--- src/rtl/alu_step_sequencer.sv ---
// Control sequencer for one 3-register ALU instruction (op Ra, Rb, Rc):
// fetch, decode, execute and writeback select/enable lines for the datapath.
module alu_step_sequencer #(
  parameter int NUM_REGS = 16,
  parameter int SEL_W    = 32,
  parameter int ZLO_IDX  = 19,
  parameter int PC_IDX   = 20,
  parameter int MDR_IDX  = 21,
  parameter int ALU_W    = 16,
  parameter int MEM_WAIT = 0
) (
  input  logic             clock,
  input  logic             clear,
  input  logic             start,
  input  logic             run,
  input  logic [31:0]      ir_word,
  output logic [SEL_W-1:0] Rin,
  output logic [SEL_W-1:0] Rout,
  output logic             IRin,
  output logic             MARin,
  output logic             RYin,
  output logic             MDRread,
  output logic [ALU_W-1:0] ALUControl,
  output logic             busy,
  output logic             done,
  output logic             illegal,
  output logic [2:0]       step
);

  typedef enum logic [2:0] {
    S_IDLE = 3'd0,
    S_T0   = 3'd1,
    S_T1   = 3'd2,
    S_T2   = 3'd3,
    S_T3   = 3'd4,
    S_T4   = 3'd5,
    S_T5   = 3'd6,
    S_DONE = 3'd7
  } state_t;

  typedef logic [SEL_W-1:0] sel_t;

  localparam logic [4:0] REG_LIMIT = 5'(NUM_REGS);
  localparam logic [4:0] OP_MAX    = 5'd9;

  state_t     state, state_next;
  logic [3:0] wait_cnt, wait_cnt_next;
  logic       illegal_next;
  logic [4:0] op_q;
  logic [3:0] ra_q, rc_q;

  logic [4:0] op_w;
  logic [3:0] ra_w, rb_w, rc_w;
  logic       ir_bad;
  logic       unused_ir_low;

  assign op_w = ir_word[31:27];
  assign ra_w = ir_word[26:23];
  assign rb_w = ir_word[22:19];
  assign rc_w = ir_word[18:15];
  assign unused_ir_low = ^ir_word[14:0];

  // Any register field beyond the implemented file traps like a bad opcode.
  assign ir_bad = (op_w > OP_MAX) || ({1'b0, ra_w} >= REG_LIMIT) ||
                  ({1'b0, rb_w} >= REG_LIMIT) || ({1'b0, rc_w} >= REG_LIMIT);

  function automatic sel_t sel(input int idx);
    return sel_t'(1) << idx;
  endfunction

  always_ff @(posedge clock or posedge clear) begin
    // NOTE: state registers use non-blocking assignments so every flop
    // samples the pre-edge values regardless of statement order.
    if (clear) begin
      state    <= S_IDLE;
      wait_cnt <= 4'd0;
      illegal  <= 1'b0;
      op_q     <= 5'd0;
      ra_q     <= 4'd0;
      rc_q     <= 4'd0;
    end else begin
      state    <= state_next;
      wait_cnt <= wait_cnt_next;
      illegal  <= illegal_next;
      if (state == S_T3) begin
        op_q <= op_w;
        ra_q <= ra_w;
        rc_q <= rc_w;
      end
    end
  end

  always_comb begin
    // NOTE: every variable gets a default before the case so no path
    // leaves it unassigned, which would infer a latch.
    state_next    = state;
    wait_cnt_next = wait_cnt;
    illegal_next  = illegal;
    unique case (state)
      S_IDLE: if (start) begin
        state_next   = S_T0;
        illegal_next = 1'b0;
      end
      S_T0: begin
        state_next    = S_T1;
        wait_cnt_next = 4'(MEM_WAIT);
      end
      S_T1: begin
        if (wait_cnt == 4'd0) state_next = S_T2;
        else                  wait_cnt_next = wait_cnt - 4'd1;
      end
      S_T2: state_next = S_T3;
      S_T3: begin
        if (ir_bad) begin
          state_next   = S_IDLE;
          illegal_next = 1'b1;
        end else begin
          state_next = S_T4;
        end
      end
      S_T4:   state_next = S_T5;
      S_T5:   state_next = S_DONE;
      S_DONE: state_next = run ? S_T0 : S_IDLE;
      default: state_next = S_IDLE;
    endcase
  end

  // Strobes decode the registered state, so clear drops them at once.
  always_comb begin
    Rin        = '0;
    Rout       = '0;
    IRin       = 1'b0;
    MARin      = 1'b0;
    RYin       = 1'b0;
    MDRread    = 1'b0;
    ALUControl = '0;
    unique case (state)
      S_T0: begin
        Rout  = sel(PC_IDX);
        MARin = 1'b1;
        Rin   = sel(ZLO_IDX);
      end
      S_T1: begin
        Rout    = sel(ZLO_IDX);
        Rin     = sel(PC_IDX) | sel(MDR_IDX);
        MDRread = 1'b1;
      end
      S_T2: begin
        Rout = sel(MDR_IDX);
        IRin = 1'b1;
      end
      S_T3: if (!ir_bad) begin
        Rout = sel(int'(rb_w));
        RYin = 1'b1;
      end
      S_T4: begin
        Rout       = sel(int'(rc_q));
        Rin        = sel(ZLO_IDX);
        ALUControl = ALU_W'(op_q + 5'd1);
      end
      S_T5: begin
        Rout = sel(ZLO_IDX);
        Rin  = sel(int'(ra_q));
      end
      default: ;
    endcase
  end

  assign busy = (state != S_IDLE);
  assign done = (state == S_DONE);
  assign step = state;

endmodule

--- config.mk ---
export PLATFORM = sky130hd
export DESIGN_NAME = alu_step_sequencer
export DESIGN_NICKNAME = d
export VERILOG_FILES = /design/src/rtl/alu_step_sequencer.sv
export SDC_FILE = /design/constraint.sdc
export NUM_CORES = 1
export LEC_CHECK = 0
export CORE_MARGIN = 4
export CORE_UTILIZATION = 36
export DETAILED_ROUTE_END_ITERATION = 8
export PLACE_DENSITY = 0.92
export SYNTH_ARGS = -nofsm -noshare
export SYNTH_HDL_FRONTEND = slang
export SYNTH_SLANG_ARGS = --single-unit
--- constraint.sdc ---
create_clock -name clock -period 1.9 [get_ports clock]
set_input_delay 0.57 -clock clock [delete_from_list [all_inputs] [get_ports clock]]
set_output_delay 0.57 -clock clock [all_outputs]
set_load 0.02 [all_outputs]
==> metrics.md <==
| Metric | Value |
|---|---|
| Status | `finished, violations left` |
| Violated checks | `negative setup slack` |
| Die Area | `0.00634 mm^2` |
| Post-synthesis register bit count | `21` |
| Num ports | `126` |
| Placed Instance Area | `0.00292 mm^2` |
| Final Max Slew Viols | `0` |
| Hold Startpoint | `wait_cnt[2]` |
| Endpoints failing setup | `51` |
| Power density over the cells | `1300 mW/mm^2` |
| Detailed-route DRC error count | `0` |
| Worst-Skew Late Latency | `270 ps` |
| Post-Syn Instances | `202` |
| R2r setup slk | `-20 ps` |
| Predominant post-synthesis flop cell | `dfrtp_1` |
| Post-synth ARST share | `100%` |
| Via density | `5.08` |
| LEAKAGE | `1.64 nW` |
| WL met2 | `4.32 mm` |
| Antenna diodes | `0` |
| Count of cell types in the netlist | `48` |
| Fmax | `0.424 GHz` |
| Share of layout cells above drive strength 1 | `64.0%` |
| Syn Std Cell Area | `0.00185 mm^2` |
| Worst-path maximum fanout | `6` |
| Req. time, crit path | `1330 ps` |
| Metal3 WL | `524 um` |
| # rows | `25` |
| Die height | `79.6 um` |
| Post-synth EDFFs | `0` |
| Post-route design area | `0.00371 mm^2` |
| Hold Buf Count CTS | `0` |
| Num CTS Buffers | `3` |
| First-pass GRT wire length | `10.5 mm` |
| Reg2reg end | `step[0]` |
| Reg clk slew, reported paths | `90 ps` |
| Fin Clk Skew | `1.70 ps` |
| Wire per inst | `19.5 um` |
| PortBufs | `74` |
| Longest Clk Path Bufs | `2` |
| GPL Wtd Cong | `0.812` |
| Post-route ant nets | `0` |
| R2R cell count | `8` |
| Worst Hold Path EP | `wait_cnt[2]` |
| WL met1 | `2.95 mm` |
| Remaining Overflow, GRT | `0` |
| HPWL after DPL | `4.55 mm` |
| Die Wd | `79.6 um` |
| CTS tree | `yes` |
| 1st-pass router iterations | `4` |
| RSZ-0062 raised after global routing | `yes` |
| Largest net degree at the start of global routing | `22` |
| Register area share after synthesis | `28.4%` |
| Most frequent cells in the layout | `buf_6 (63), buf_4 (61), conb_1 (36)` |
| Core ar. | `0.00485 mm^2` |
| Synth area leaders | `dfrtp_1 (28%), buf_4 (16%), mux2_2 (6.1%), o22ai_1 (5.4%), nor2_1 (4.3%)` |
| Critical R2R Launch | `step[2]` |
| Cells along the critical path | `buf_4, buf_6, nand3b_4, or3_4, o22ai_4, buf_6` |
| 1st-iter DRT viols | `147` |
| Crit path DAT | `1790 ps` |
| Synth top area share | `28.4%` |
| Effective utilization at floorplan | `38.1%` |
| Total number of vias | `2102` |
| Final #Nets | `387` |
| Number of global-route vias before repair | `2034` |
| Design Power | `4.83 mW` |
| Crit start category | `register` |
| VDD IR max | `856 uV` |
| Antenna violations before repair | `0` |
| Endpoints failing hold | `0` |
| Max Used Layer | `met4` |
| Syn. warnings | `0` |
| Hold Path Stages | `1` |
| Cell taking the most area after synthesis | `dfrtp_1` |
| Hold WC Path Type | `reg -> reg` |
| Post-route setup slack | `-457 ps` |
| Total track usage | `21.2%` |
| Max incr delay on CP | `450 ps` |
| Maximum capacitance violations | `0` |
| Commonest non-fill, non-tap cell in the layout | `buf_6` |
| H-Tree Depth | `1` |
| Kind of critical path | `reg -> out` |
| Crit share post-route | `124%` |
| Most frequent cell on the critical path | `buf_6` |
| Layout area overhead | `101%` |
| Crit. End Element | `output pin` |
| CP max-delay cell | `dfrtp_2` |
| Min Tclk post-route | `2360 ps` |
| Routed WL | `8.09 mm` |
| Clock sinks | `21` |
| Syn_area_per_cell | `9.15 um^2` |
| CTS Root Cell | `clkbuf_8` |
[kinds of logic after synthesis]
family,Yosys count,synth area share (%)
other,1,0.203
XOR/XNOR,3,1.42
AND/OR/NAND/NOR,82,28.3
multiplexers,14,9.07
AO/OA/AOI/OAI,27,10.0
flip-flops,21,28.4
buffers and inverters,51,20.5
adder cells (fa/ha/maj),3,2.03
[critical path: cells and delay by family (launching register included)]
family	cells	cell delay [ps]
compound gates	1	200
buf+inv	3	370
flops	1	450
simple gates	2	490
[synthesized netlist by cell type, drive strengths merged (2+ instances only)]
cell	instances
nand4b	7
and2	3
xor2	2
o22ai	16
o21ai	2
inv	6
buf	45
nand3b	4
nor3	6
or3	2
a21oi	2
or3b	2
mux2	13
and3b	2
nor2b	2
nor3b	2
nand2b	7
and2b	2
nand3	6
or2	3
dfrtp	21
ha	3
nor2	21
nand2	9
[how the worst max path moves through the flow]
stage                      startpoint  cells past startpoint  slack, ps  endpoint
after floorplan               step[1]                      4       -140  Rout[10]
after global placement    ir_word[28]                      6      -1050  Rout[14]
after detailed placement  ir_word[28]                      6      -1100  Rout[10]
after CTS                     step[1]                      5       -380  Rout[15]
after global routing          step[0]                      5       -520   Rout[7]
final                         step[0]                      6       -460   Rout[4]
[layer usage]
layer	vias up	GRT usage, %
li1	930	-
met1	1052	24.7
met2	102	39.7
met3	18	3.50
met4	0	5.67
met5	-	0
[stage by stage]
stage | cells | setup WS, ps | TNS, ps | utilization, % | hold WS (ps)
floorplan | 237 | -138 | -1490 | - | 463
global placement | 365 | -1050 | -28040 | 60.2 | 494
detailed placement | 365 | -1100 | -29010 | 60.2 | 491
CTS | 397 | -380 | -10370 | 69.5 | 510
global route | 414 | -515 | -19270 | 76.4 | 543
finish | 414 | -457 | -16310 | 76.4 | 529
[flip-flops by register name, indices dropped and copies added (netlist names)]
signal and count:
op_q 5, ra_q 4, rc_q 4, wait_cnt 4, step 3, illegal 1
[area by class of cell]
| class | instances | area [um^2] |
|---|---|---|
| Clock buffer | 3 | 41.3 |
| Clock inverter | 1 | 5.00 |
| Fill cell | 266 | 1140 |
| Inverter | 6 | 22.5 |
| Multi-Input combinational cell | 165 | 1600 |
| Sequential cell | 21 | 531 |
| Tap cell | 67 | 83.8 |
| Timing Repair Buffer | 151 | 1420 |
[what timing repair did]
action,4_1_cts,5_1_grt
buffers inserted,28,20
resized for setup,351,62
setup endpoints to repair,53,47
pin swaps,20,19
[where the power goes]
part	switching, mW	leakage [nW]	internal [mW]	total, mW
sequential	0.326	0.251	0.644	0.970
combinational	1.76	1.37	1.79	3.55
clock	0.172	0.0255	0.147	0.319
(Power assumes the default switching activity.)
